===== src/rtl/wb_arb_pkg.sv =====
// Shared types for the two-master Wishbone RAM-port arbiter: FSM states, owner encoding, grant helpers.
package wb_arb_pkg;

  typedef enum logic [1:0] {
    IDLE   = 2'd0,
    ACCESS = 2'd1,
    ACK    = 2'd2,
    HOLD   = 2'd3
  } arb_state_t;

  // 0 = M0, 1 = M1
  typedef logic owner_t;

  localparam owner_t     OWNER_M0   = 1'b0;
  localparam owner_t     OWNER_M1   = 1'b1;
  localparam logic [1:0] GRANT_NONE = 2'b00;

  function automatic logic [1:0] owner_onehot(input owner_t o);
    return (o == OWNER_M1) ? 2'b10 : 2'b01;
  endfunction

endpackage


===== src/rtl/wb_rr_pick2.sv =====
// Combinational 2-way round-robin selector: on a tie the master that did not own the port last wins.
module wb_rr_pick2
  import wb_arb_pkg::*;
(
  input  logic [1:0] req,
  input  owner_t     last_owner,
  output owner_t     winner,
  output logic       valid
);

  always_comb begin
    valid  = |req;
    winner = OWNER_M0;
    if (req == 2'b11) begin
      winner = ~last_owner;
    end else if (req[1]) begin
      winner = OWNER_M1;
    end
  end

endmodule


===== src/rtl/wb_ram_port_arbiter.sv =====
// Shares one RAM Wishbone port between M0/M1 (round-robin, grant held for the whole cyc), generating ack and registered read data.
// Define WB_ARB_TIMEOUT_EN to evict an owner idling in HOLD for TIMEOUT_CYCLES cycles (adds m0_err_o/m1_err_o).
module wb_ram_port_arbiter
  import wb_arb_pkg::*;
#(
  parameter int BUS_WIDTH      = 5,
  parameter int DATA_WIDTH     = 32,
  parameter int BE_WIDTH       = 4,
  parameter int TIMEOUT_CYCLES = 16
) (
  input  logic                  clk,
  input  logic                  reset,
  input  logic [BUS_WIDTH-1:0]  m0_adr_i,
  input  logic [DATA_WIDTH-1:0] m0_data_i,
  output logic [DATA_WIDTH-1:0] m0_data_o,
  input  logic                  m0_we_i,
  input  logic [BE_WIDTH-1:0]   m0_sel_i,
  input  logic                  m0_stb_i,
  input  logic                  m0_cyc_i,
  output logic                  m0_ack_o,
  input  logic [BUS_WIDTH-1:0]  m1_adr_i,
  input  logic [DATA_WIDTH-1:0] m1_data_i,
  output logic [DATA_WIDTH-1:0] m1_data_o,
  input  logic                  m1_we_i,
  input  logic [BE_WIDTH-1:0]   m1_sel_i,
  input  logic                  m1_stb_i,
  input  logic                  m1_cyc_i,
  output logic                  m1_ack_o,
  output logic [BUS_WIDTH-1:0]  ram_adr_o,
  output logic [DATA_WIDTH-1:0] ram_data_o,
  input  logic [DATA_WIDTH-1:0] ram_data_i,
  output logic                  ram_we_o,
  output logic [BE_WIDTH-1:0]   ram_sel_o,
  output logic                  ram_stb_o,
  output logic                  ram_cyc_o,
`ifdef WB_ARB_TIMEOUT_EN
  output logic                  m0_err_o,
  output logic                  m1_err_o,
`endif
  output logic [1:0]            grant_o
);

  if (BE_WIDTH != DATA_WIDTH / 8 || TIMEOUT_CYCLES < 1) begin : g_bad_cfg
    $error("wb_ram_port_arbiter: inconsistent parameters");
  end

  arb_state_t state, state_nxt;
  owner_t     owner, owner_nxt;
  owner_t     last_owner, last_owner_nxt;
  logic [1:0] grant_nxt;
  logic       ack;

  logic [1:0] req;
  owner_t     pick_winner;
  logic       pick_valid;

  logic                  own_cyc, own_stb, own_we;
  logic [BUS_WIDTH-1:0]  own_adr;
  logic [DATA_WIDTH-1:0] own_data;
  logic [BE_WIDTH-1:0]   own_sel;

  assign req = {m1_cyc_i & m1_stb_i, m0_cyc_i & m0_stb_i};

  wb_rr_pick2 u_pick (
    .req        (req),
    .last_owner (last_owner),
    .winner     (pick_winner),
    .valid      (pick_valid)
  );

  assign own_cyc  = (owner == OWNER_M1) ? m1_cyc_i  : m0_cyc_i;
  assign own_stb  = (owner == OWNER_M1) ? m1_stb_i  : m0_stb_i;
  assign own_we   = (owner == OWNER_M1) ? m1_we_i   : m0_we_i;
  assign own_adr  = (owner == OWNER_M1) ? m1_adr_i  : m0_adr_i;
  assign own_data = (owner == OWNER_M1) ? m1_data_i : m0_data_i;
  assign own_sel  = (owner == OWNER_M1) ? m1_sel_i  : m0_sel_i;

`ifdef WB_ARB_TIMEOUT_EN
  localparam int CNT_W = $clog2(TIMEOUT_CYCLES + 1);
  logic [CNT_W-1:0] hold_cnt;
  logic             evict;

  // Counts consecutive HOLD cycles in which the owner keeps cyc but issues no strobe.
  always_ff @(posedge clk or negedge reset) begin
    if (!reset) begin
      hold_cnt <= '0;
    end else if (state == HOLD && state_nxt == HOLD) begin
      hold_cnt <= hold_cnt + CNT_W'(1);
    end else begin
      hold_cnt <= '0;
    end
  end

  assign m0_err_o = evict & (owner == OWNER_M0);
  assign m1_err_o = evict & (owner == OWNER_M1);
`endif

  always_ff @(posedge clk or negedge reset) begin
    if (!reset) begin
      state      <= IDLE;
      owner      <= OWNER_M0;
      last_owner <= OWNER_M1;
      grant_o    <= GRANT_NONE;
    end else begin
      state      <= state_nxt;
      owner      <= owner_nxt;
      last_owner <= last_owner_nxt;
      grant_o    <= grant_nxt;
    end
  end

  // RAM read port is combinational; the owner sees its data from the cycle after ACCESS onwards.
  always_ff @(posedge clk or negedge reset) begin
    if (!reset) begin
      m0_data_o <= '0;
      m1_data_o <= '0;
    end else if (state == ACCESS) begin
      if (owner == OWNER_M1) begin
        m1_data_o <= ram_data_i;
      end else begin
        m0_data_o <= ram_data_i;
      end
    end
  end

  always_comb begin
    state_nxt      = state;
    owner_nxt      = owner;
    last_owner_nxt = last_owner;
    grant_nxt      = grant_o;
    ack            = 1'b0;
    ram_adr_o      = '0;
    ram_data_o     = '0;
    ram_sel_o      = '0;
    ram_we_o       = 1'b0;
    ram_stb_o      = 1'b0;
    ram_cyc_o      = 1'b0;
`ifdef WB_ARB_TIMEOUT_EN
    evict          = 1'b0;
`endif
    case (state)
      IDLE: begin
        if (pick_valid) begin
          owner_nxt = pick_winner;
          grant_nxt = owner_onehot(pick_winner);
          state_nxt = ACCESS;
        end
      end
      ACCESS: begin
        ram_adr_o  = own_adr;
        ram_data_o = own_data;
        ram_sel_o  = own_sel;
        ram_we_o   = own_we;
        ram_stb_o  = 1'b1;
        ram_cyc_o  = 1'b1;
        state_nxt  = ACK;
      end
      ACK: begin
        ack       = 1'b1;
        ram_cyc_o = 1'b1;
        state_nxt = HOLD;
      end
      HOLD: begin
        ram_cyc_o = 1'b1;
        if (!own_cyc) begin
          state_nxt      = IDLE;
          last_owner_nxt = owner;
          grant_nxt      = GRANT_NONE;
        end else if (own_stb) begin
          state_nxt = ACCESS;
`ifdef WB_ARB_TIMEOUT_EN
        end else if (hold_cnt == CNT_W'(TIMEOUT_CYCLES - 1)) begin
          evict          = 1'b1;
          state_nxt      = IDLE;
          last_owner_nxt = owner;
          grant_nxt      = GRANT_NONE;
`endif
        end
      end
      default: state_nxt = IDLE;
    endcase
  end

  assign m0_ack_o = ack & (owner == OWNER_M0);
  assign m1_ack_o = ack & (owner == OWNER_M1);

endmodule


===== config.mk =====
export PLATFORM = sky130hd
export DESIGN_NAME = wb_ram_port_arbiter
export DESIGN_NICKNAME = d
export VERILOG_FILES = /design/src/rtl/wb_arb_pkg.sv /design/src/rtl/wb_rr_pick2.sv /design/src/rtl/wb_ram_port_arbiter.sv
export SDC_FILE = /design/constraint.sdc
export NUM_CORES = 1
export LEC_CHECK = 0
export ABC_AREA = 1
export BUFFER_PORTS_ARGS = -buffer_cell sky130_fd_sc_hd__buf_2
export CORE_UTILIZATION = 45
export CTS_BUF_LIST = sky130_fd_sc_hd__clkbuf_8 sky130_fd_sc_hd__clkbuf_16
export DETAILED_ROUTE_END_ITERATION = 16
export PLACE_DENSITY_LB_ADDON = 0.08
export SLEW_MARGIN = 20
export SYNTH_ARGS = -nofsm -noshare
export SYNTH_HDL_FRONTEND = slang
export SYNTH_SLANG_ARGS = --single-unit
export TNS_END_PERCENT = 10

===== constraint.sdc =====
create_clock -name clk -period 2.7 [get_ports clk]
set_clock_uncertainty 0.05 [all_clocks]
set_input_delay 0.135 -clock clk [delete_from_list [all_inputs] [get_ports clk]]
set_output_delay 0.135 -clock clk [all_outputs]
set_load 0.01 [all_outputs]

==> results of run 1 <==
==> synth_stat cells <==
master,instances
nand2_1,125
nand3_1,93
dfrtp_1,69
o21ai_0,67
inv_1,44
buf_2,21
clkbuf_1,10
ha_1,6
nand2_2,4
nor2_1,4
a21oi_1,2
o21ai_1,2
a21o_1,1
buf_6,1
dfstp_2,1
inv_2,1
nand3_2,1
==> worst max path at each step <==
| stage | start | to | slack [ns] | cells past startpoint |
|---|---|---|---|---|
| 3_3_place_gp | state[1] | ram_data_o[20] | 0.94 | 6 |
| 6_report | state[1] | ram_data_o[20] | 0.53 | 6 |
| 2_1_floorplan | state[1] | ram_data_o[10] | 1.08 | 7 |
| 3_5_place_dp | state[1] | ram_data_o[20] | 0.91 | 6 |
| 5_1_grt | state[1] | ram_data_o[31] | 0.38 | 6 |
| 4_1_cts | state[1] | ram_data_o[20] | 0.53 | 6 |
==> layout make-up <==
cell class	count	area, µm²	share of cell area, %
timing repair buffer	244	1270	25.7
tap	99	124	2.50
multi-input combinational	305	1430	28.8
clock buffer	9	124	2.50
sequential	70	1750	35.4
clock inverter	7	90.1	1.82
inverter	45	169	3.41
==> power by group through the flow <==
stage | combinational [mW] | clock [mW] | sequential (mW)
final | 2.96 | 0.895 | 1.85
after global routing | 3.30 | 0.963 | 1.92
after CTS | 2.99 | 0.922 | 1.85
after detailed placement | 2.98 | 0 | 1.86
after global placement | 2.91 | 0 | 1.84
after floorplan | 1.55 | 0 | 2.10
==> per-layer routing <==
layer  share of wire [%]  routed length, µm
met5                   0                  0
met4                 2.6                282
met3                 7.8                834
met2                  49               5260
met1                  41               4370
==> flip-flops by register name, indices dropped and copies added (netlist names) <==
register,count
m0_data_o,32
m1_data_o,32
grant_o,2
state,2
last_owner,1
owner,1
==> critical path, delay by kind of cell, from the launching register on <==
| kind | cells | cell delay [ns] |
|---|---|---|
| flip-flops | 1 | 0.44 |
| adder cells (fa/ha/maj) | 1 | 0.32 |
| AND/OR/NAND/NOR | 2 | 0.25 |
| buffers and inverters | 3 | 0.60 |
==> through the flow <==
step,worst slack [ns],utilization (%)
detailed placement,0.906,63.8
CTS,0.529,67.2
global placement,0.942,63.8
floorplan,1.08,-
finish,0.531,67.2
global route,0.380,67.2
==> what timing repair did <==
action	4_1_cts	5_1_grt
buffers inserted	0	0
hold buffers	4	0
hold endpoints to repair	72	0
==> logic make-up (layout without fill, tap and decap cells) <==
kind of cell	count (synthesis)	after routing	synth area share [%]
flops	70	70	50.1
fa+ha+maj	6	6	2.15
buf+inv	77	305	9.23
compound gates	72	72	10.4
simple gates	227	227	28.1
==> summary.txt, run 1 <==
sw power -> 2.52 mW
Sw Ratio -> 44.1%
hold slack -> 0.00851 ns
Ports -> 234
most common cell after layout, fill and taps aside -> buf_2
combinational power share -> 51.8%
Syn Inst Count -> 452
I/O Buffers -> 233
CTS max path bufs -> 2
final RePlAce weighted congestion -> 0.914
worst-margin pin slew -> 0.853 ns
Crit Path Max Fanout -> 78
cell area after layout -> 4960 µm²
startpoint class of the critical path -> register
Filler cells -> 678
post-route insts no fill -> 779
syn_nets -> 580
critical path's slowest cell -> dfrtp_1
worst flop-to-flop path startpoint -> state[1]
crit share post-route -> 80.3%
VDD IR max -> 0.656 mV
post-synthesis register bit count -> 70
Worst Hold End -> m1_data_o[10]
GRT busiest layer -> met2
Vias per Instance -> 4.85
HPWL after DPL -> 7950 µm
Mean Syn Cell Area -> 7.74 µm²
Clk pwr share -> 15.7%
R2R cell count -> 5
YS warnings -> 0
max-slew violation count -> 0
Arrival @ worst endpoint -> 1.98 ns
critical path class -> register to primary output
met3 usage -> 5.67%
total power -> 5.71 mW
worst r2r dst -> m1_data_o[12]
antenna cells -> 0
pin count of the biggest net entering global routing -> 79
RSZ-0062 raised after global routing -> false
Hold Path Class -> input port to register
GRT overflow -> 0
Max Freq -> 461 MHz
Critical Path Max Stage Delay -> 0.44 ns
Min-Delay Path Depth -> 3
Crit path required time -> 2.52 ns
routing usage on met2 -> 44.1%
Die X-Extent -> 90.2 µm
DR DRC count -> 0
commonest cells after routing, fill and taps aside -> 233 x buf_2, 125 x nand2_1, 93 x nand3_1
PD cells -> 1150 nW/µm²
minimum clock period -> 2.17 ns
Yosys cell types -> 17
CTS Buf Count -> 9
post_cts resized -> 0
setup_tns -> 0 ns
Antenna Nets Post-Route -> 0
DRT iter0 DRCs -> 189
Setup-failing EPs final -> 0
sequential power share -> 32.5%
number of global-route vias before repair -> 3512
FF-to-FF setup slack -> 0.94 ns
drt pass-1 iters -> 4
Netlist Area Pre-Place -> 3500 µm²
final net count -> 803
share of layout cells above drive strength 1 -> 38.7%
max_cap viols -> 0
Worst Setup End Kind -> primary output
Placement Cell Area -> 4700 µm²
sinks on the clock net -> 70
die height -> 90.2 µm
Hold Fails Final Rpt -> 0
first-pass GRT wire length -> 17200 µm
worst-path cell chain -> inv_1, ha_2, buf_12, nand3_1, nand2_1, buf_2
M1 GR Usage -> 33.9%
Clk Tree Root Cell -> clkbuf_8
initial antenna violation count -> 0
Skew-Pair Late Insertion Delay -> 0.33 ns
core box area -> 7370 µm²
Cell Rows -> 31
cell internal pwr -> 3.19 mW
Cells after DPL -> 759
CTS tree -> yes
largest cells by area after synthesis -> dfrtp_1 49%, nand2_1 13%, nand3_1 13%, o21ai_0 9.6%, inv_1 4.7%
clock-pin slew on the worst setup and hold paths -> 0.08 ns
WL/cell -> 13.8 µm
Slew HR -> 43.1%
Area growth, synth to finish -> 41.7%
HP Start -> ram_data_i[10]
htree depth -> 3
status -> complete, no violations
vias -> 3782
Initial Util -> 47.5%
sequential share of the synthesized area -> 50.1%
Synth area leader -> dfrtp_1
DIE AREA -> 8130 µm²
total leakage power -> 3.01 nW
Synth top area share -> 49.4%
drt total wl -> 10700 µm
GRT Util Overall -> 26.7%
Power figures use the tool's default switching activity.
==> run 2, diff against run 1 <==
--- a/config.mk
+++ b/config.mk
@@ -5,9 +5,9 @@
 export SDC_FILE = /design/constraint.sdc
 export NUM_CORES = 1
 export LEC_CHECK = 0
-export ABC_AREA = 1
+export ABC_AREA = 0
 export BUFFER_PORTS_ARGS = -buffer_cell sky130_fd_sc_hd__buf_2
-export CORE_UTILIZATION = 45
+export CORE_UTILIZATION = 39
 export CTS_BUF_LIST = sky130_fd_sc_hd__clkbuf_8 sky130_fd_sc_hd__clkbuf_16
 export DETAILED_ROUTE_END_ITERATION = 16
 export PLACE_DENSITY_LB_ADDON = 0.08
==> constraint.sdc (replaced) <==
create_clock -name clk -period 1.9 [get_ports clk]
set_clock_uncertainty 0.05 [all_clocks]
set_input_delay 0.095 -clock clk [delete_from_list [all_inputs] [get_ports clk]]
set_output_delay 0.095 -clock clk [all_outputs]
set_load 0.01 [all_outputs]
==> summary.txt, run 2 <==
top-count cell post-synth -> dfrtp_1
EDFF count, synth -> 0 (unchanged)
max-slew violation count -> 0 (unchanged)
Yosys cell types -> 27 (+10)
sinks on the clock net -> 70 (unchanged)
Synth async-reset ratio -> 100% (unchanged)
syn_nets -> 403 (-31%)
PD cells -> 1600 nW/µm² (+39%)
post-synthesis register bit count -> 70 (unchanged)
DRT iter0 DRCs -> 65 (-66%)
Die X-Extent -> 99.4 µm (+10%)
postcts setup bufs -> 0 (unchanged)
startpoint class of the critical path -> register
number of global-route vias before repair -> 2972 (-15%)
Cells after DPL -> 610 (-20%)
final RePlAce weighted congestion -> 0.802 (-12%)
sequential share of the synthesized area -> 47.4% (-2.7 points)
HPWL after DPL -> 7180 µm (-9.7%)
total leakage power -> 3.02 nW (+0.14%)
Setup-failing EPs final -> 0 (unchanged)
Hold Fails Final Rpt -> 0 (unchanged)
DIE AREA -> 9880 µm² (+22%)
Hold Path Class -> input port to register
Crit Path Max Fanout -> 8 (-90%)
VDD IR max -> 0.920 mV (+40%)
met2 WL -> 5050 µm (-4.0%)
sequential power share -> 30.6% (-1.9 points)
sw power -> 3.15 mW (+25%)
Mean Syn Cell Area -> 13.5 µm² (+74%)
Netlist Area Pre-Place -> 3700 µm² (+5.8%)
largest cells by area after synthesis -> dfrtp_1 47%, mux2_4 12%, mux2i_1 12%, mux2_2 11%, nor2b_1 7.4%
Final WS setup -> 0.158 ns (-0.372 ns)
GRT Util Overall -> 19.2% (-7.4 points)
core box area -> 9200 µm² (+25%)
share of layout cells above drive strength 1 -> 60.1% (+21 points)
Clk Tree Root Cell -> clkbuf_8
first-pass GRT wire length -> 14800 µm (-14%)
drt total wl -> 9740 µm (-9.3%)
YS warnings -> 0 (unchanged)
most common cell after layout, fill and taps aside -> buf_2
crit share post-route -> 91.7%
DR DRC count -> 0 (unchanged)
WL/cell -> 14.8 µm (+7.0%)
DRT met1 WL -> 4080 µm (-6.5%)
minimum clock period -> 1.74 ns
Top FF cell, synth -> dfrtp_1
Clk pwr share -> 15.1% (-0.6 points)
Skew-Pair Late Insertion Delay -> 0.33 ns (about the same)
Cell Rows -> 35 (+13%)
initial antenna violation count -> 0 (unchanged)
DP Worst Slack -> 0.133 ns (-0.773 ns)
Synth top area share -> 46.7% (-2.7 points)
pin count of the biggest net entering global routing -> 71 (-10%)
Worst Setup End Kind -> register
Top Metal Used -> met4
die height -> 99.4 µm (+10%)
top post-synthesis cells by count -> 69 x dfrtp_1, 44 x nor2b_1, 43 x mux2i_1
vias -> 3092 (-18%)
Ports -> 234 (unchanged)
cell internal pwr -> 5.77 mW (+81%)
Area growth, synth to finish -> 50.9%
post-route insts no fill -> 660 (-15%)
Synth area leader -> dfrtp_1
status -> complete, no violations
CTS Buf Count -> 9 (unchanged)
Arrival @ worst endpoint -> 1.92 ns (-0.06 ns)
Sw Ratio -> 35.3% (-8.8 points)
clock-pin slew on the worst setup and hold paths -> 0.08 ns (about the same)
Syn Inst Count -> 275 (-39%)
Met3 Routed Length -> 539 µm (-35%)
Vias per Instance -> 4.68 (-3.5%)
max_cap viols -> 0 (unchanged)
I/O Buffers -> 233 (unchanged)
CTS max path bufs -> 2 (unchanged)
RSZ-0062 raised after global routing -> false
drt pass-1 iters -> 7 (+3)
commonest cells after routing, fill and taps aside -> 233 x buf_2, 68 x dfrtp_1, 44 x nor2b_1
Initial Util -> 40.2% (-7.2 points)
largest registers -> m0_data_o x32, m1_data_o x32
Antenna Nets Post-Route -> 0 (unchanged)
GRT overflow -> 0 (unchanged)
Max Freq -> 574 MHz
worst-margin pin slew -> 0.367 ns (-0.486 ns)
final net count -> 672 (-16%)
Crit path required time -> 2.07 ns (-0.45 ns)
antenna cells -> 0 (unchanged)
setup_tns -> 0 ns (unchanged)
CTS tree -> yes
htree depth -> 3 (unchanged)
critical path class -> register to register
combinational power share -> 54.2% (+2.4 points)
Slew HR -> 75.5% (+32 points)
run 2: changes by cell type in the layout (fill, tap and decap cells not counted), sizes merged, moves of 3 or more:
cell	previous run	this run
o21ai	69	1
nand3	94	1
clkbuf	9	12
mux2i	0	43
dlygate4sd3	4	33
nand2	129	5
inv	46	6
nor2b	0	44
mux2	0	66
run 2: cell type report:
| cell class | instances | area [µm²] |
|---|---|---|
| clock buffer | 11 | 151 |
| inverter | 4 | 15.0 |
| sequential | 70 | 1750 |
| multi-input combinational | 184 | 1810 |
| clock inverter | 5 | 81.3 |
| fill | 785 | 3610 |
| tap | 111 | 139 |
| timing repair buffer | 275 | 1630 |
run 2: path summary, 6_finish.rpt:
path                       cells past startpoint       start  slack (ns)             to
setup / recovery                               5    state[1]        0.16   m0_data_o[0]
hold / removal                                 3    m1_stb_i        0.06          owner
setup reg to reg                               5    state[1]        0.16   m0_data_o[0]
hold reg to reg                                1  grant_o[1]        0.44     grant_o[1]
max in group asynchronous                      3       reset        1.19     last_owner
min in group asynchronous                      3       reset        0.27  m0_data_o[17]
run 2: routing by layer:
metal / GRT usage, % / vias to the layer above
met4: 4.41 / 0
li1: - / 1505
met3: 5.34 / 7
met1: 23.5 / 1479
met2: 33.8 / 101
met5: 0 / -
run 2: critical path, cell delays in order (launching register included):
cell	delay (ns)
dfrtp_1	0.44
inv_1	0.13
ha_4	0.21
nand2b_2	0.23
buf_4	0.23
mux2_2	0.34
run 2: power groups by stage:
stage	combinational (mW)	sequential (mW)	clock [mW]
2_1_floorplan	2.85	3.04	0
3_3_place_gp	4.63	2.74	0
3_5_place_dp	4.73	2.75	0
4_1_cts	4.80	2.73	1.39
5_1_grt	5.23	2.83	1.46
6_report	4.84	2.73	1.35
run 2: cells by family (layout without fill, tap and decap cells):
logic type | Yosys count | after routing | synth area share, %
AOI/OAI and AO/OA | 12 | 12 | 2.54
adders and majority gates | 6 | 6 | 2.03
and+or+nand+nor | 57 | 57 | 9.23
DFF | 70 | 70 | 47.4
muxes | 109 | 109 | 34.8
buffers and inverters | 21 | 295 | 4.06
run 2: repair_timing:
item | in CTS | in global routing
endpoints found under the setup margin | 42 | 42
hold endpoints to repair | 133 | 0
cloned | 0 | 1
hold buffers | 33 | 0
resized for setup | 1 | 4
pin swaps | 0 | 0
run 2: metrics by stage:
| stage | utilization, % | cell area, µm² | hold slack (ns) | total power [mW] |
|---|---|---|---|---|
| 2_1_floorplan | - | 3700 | -0.251 | 5.89 |
| 3_3_place_gp | 54.1 | 4970 | 0.0981 | 7.36 |
| 3_5_place_dp | 54.1 | 4970 | 0.0989 | 7.48 |
| 4_1_cts | 60.2 | 5540 | 0.0276 | 8.92 |
| 5_1_grt | 60.7 | 5580 | 0.0425 | 9.52 |
| 6_report | 60.7 | 5580 | 0.0555 | 8.92 |
==> run 3, diff against run 2 <==
--- a/config.mk
+++ b/config.mk
@@ -7,7 +7,7 @@
 export LEC_CHECK = 0
 export ABC_AREA = 0
 export BUFFER_PORTS_ARGS = -buffer_cell sky130_fd_sc_hd__buf_2
-export CORE_UTILIZATION = 39
+export CORE_UTILIZATION = 46
 export CTS_BUF_LIST = sky130_fd_sc_hd__clkbuf_8 sky130_fd_sc_hd__clkbuf_16
 export DETAILED_ROUTE_END_ITERATION = 16
 export PLACE_DENSITY_LB_ADDON = 0.08
==> constraint.sdc (replaced) <==
create_clock -name clk -period 2.1 [get_ports clk]
set_clock_uncertainty 0.05 [all_clocks]
set_input_delay 0.105 -clock clk [delete_from_list [all_inputs] [get_ports clk]]
set_output_delay 0.105 -clock clk [all_outputs]
set_load 0.01 [all_outputs]
==> summary.txt, run 3 (synthesis results as in run 2) <==
total leakage power -> 2.97 nW (-1.6%)
Vias per Instance -> 4.75 (+1.5%)
RSZ-0062 raised after global routing -> false
Crit Path Max Fanout -> 43 (+35)
largest registers -> m0_data_o x32, m1_data_o x32
Setup-failing EPs final -> 0 (unchanged)
DRT iter0 DRCs -> 62 (-4.6%)
vias -> 3076 (-0.52%)
VDD IR max -> 0.778 mV (-15%)
Worst Setup End Kind -> primary output
die height -> 91.7 µm (-7.8%)
Slew HR -> 73.4% (-2.2 points)
Arrival @ worst endpoint -> 1.76 ns (-0.16 ns)
HPWL after DPL -> 6980 µm (-2.7%)
Setup crit end -> ram_data_o[21]
total power -> 7.80 mW (-13%)
CTS tree -> yes
DIE AREA -> 8410 µm² (-15%)
Clk Tree Root Cell -> clkbuf_8
CTS Buf Count -> 9 (unchanged)
Hold Path Class -> input port to register
Antenna Nets Post-Route -> 0 (unchanged)
commonest cells after routing, fill and taps aside -> 233 x buf_2, 68 x dfrtp_1, 44 x nor2b_1
status -> complete, no violations
WL/cell -> 15.0 µm (+1.7%)
Max Freq -> 523 MHz
first-pass GRT wire length -> 14900 µm (+0.93%)
Cell Rows -> 32 (-8.6%)
PD cells -> 1420 nW/µm² (-11%)
Ports -> 234 (unchanged)
initial antenna violation count -> 0 (unchanged)
pin count of the biggest net entering global routing -> 71 (unchanged)
worst-margin pin slew -> 0.399 ns (+0.0323 ns)
GRT Util Overall -> 22.9% (+3.7 points)
sinks on the clock net -> 70 (unchanged)
most common cell after layout, fill and taps aside -> buf_2
antenna cells -> 0 (unchanged)
postcts setup bufs -> 0 (unchanged)
final net count -> 669 (-0.45%)
drt pass-1 iters -> 4 (-3)
worst r2r dst -> m0_data_o[0]
max-slew violation count -> 0 (unchanged)
startpoint class of the critical path -> register
clock-pin slew on the worst setup and hold paths -> 0.08 ns (about the same)
Initial Util -> 47.6% (+7.4 points)
core box area -> 7770 µm² (-16%)
FF-to-FF setup slack -> 0.40 ns (+0.24 ns)
Die X-Extent -> 91.7 µm (-7.8%)
Hold Fails Final Rpt -> 0 (unchanged)
Skew-Pair Late Insertion Delay -> 0.35 ns (+0.02 ns)
DR DRC count -> 0 (unchanged)
Crit path required time -> 1.95 ns (-0.12 ns)
max_cap viols -> 0 (unchanged)
drt total wl -> 9710 µm (-0.35%)
crit share post-route -> 91.0%
I/O Buffers -> 233 (unchanged)
minimum clock period -> 1.91 ns
Area growth, synth to finish -> 48.1%
number of global-route vias before repair -> 3080 (+3.6%)
worst flop-to-flop path startpoint -> state[1]
Worst setup startpoint -> state[1]
share of layout cells above drive strength 1 -> 59.8% (-0.29 points)
CTS max path bufs -> 2 (unchanged)
R2R cell count -> 5 (unchanged)
GRT overflow -> 0 (unchanged)
critical path class -> register to primary output
htree depth -> 3 (unchanged)
final RePlAce weighted congestion -> 0.808 (+0.79%)
setup_tns -> 0 ns (unchanged)
==> run 3: cell count changes in the layout (fill, tap and decap cells not counted) <==
cell,delta
ha_4,-1
inv_6,-1
bufinv_16,-1
buf_4,-3
ha_1,+1
clkinv_2,+2
buf_6,+1
clkinvlp_4,+2
clkbuf_16,-1
clkbuf_8,-2
inv_1,-1
==> run 3: routing by layer <==
metal / GRT usage [%] / part of all wire [%]
met3: 6.80 / 6.3
met1: 26.9 / 41
met5: 0 / 0
met2: 40.2 / 51
met4: 7.28 / 1.7
==> run 3: layout make-up <==
cell class | instances | area (µm²)
fillers | 590 | 2290
clock buffers | 9 | 124
well taps | 102 | 128
clock inverters | 6 | 63.8
inverters | 4 | 15.0
multi-input cells | 184 | 1800
flip-flops and latches | 70 | 1750
repair buffers | 272 | 1600
==> run 3: repair_timing <==
| action | CTS | global route |
|---|---|---|
| resized for setup | 0 | 1 |
| endpoints found under the hold margin | 133 | 0 |
| endpoints found under the setup margin | 0 | 2 |
| hold buffers | 33 | 0 |
==> run 3: how the worst min path moves through the flow <==
stage                     cells past startpoint      from       endpoint
after floorplan                               0     reset     grant_o[0]
after global placement                        2     reset  m0_data_o[18]
after detailed placement                      2     reset  m0_data_o[18]
after CTS                                     3  m1_stb_i          owner
after global routing                          3  m1_stb_i          owner
final                                         3  m1_stb_i          owner
==> run 3: power by group <==
group          total, mW  switching, mW  leakage [nW]  internal [mW]
logic               4.26           1.91          2.07           2.35
clock network       1.04          0.501        0.0911          0.539
registers           2.50          0.437         0.816           2.07
==> run 3: metrics by stage <==
stage	hold slack [ns]	utilization, %	area [µm²]	std cells	worst slack [ns]
6_report	0.0435	70.5	5480	647	0.189
5_1_grt	0.0358	70.5	5480	647	0.0593
4_1_cts	0.0353	70.5	5480	647	0.0994
3_5_place_dp	0.109	63.8	4960	599	0.433
3_3_place_gp	0.107	63.8	4960	599	0.492
2_1_floorplan	-0.241	-	3700	275	0.446
==> run 3: critical path, cell delays in order (launching register included) <==
cell     delay, ns
dfrtp_1       0.45
inv_1         0.12
ha_1          0.22
buf_6         0.26
nor2b_1       0.19
buf_2         0.15
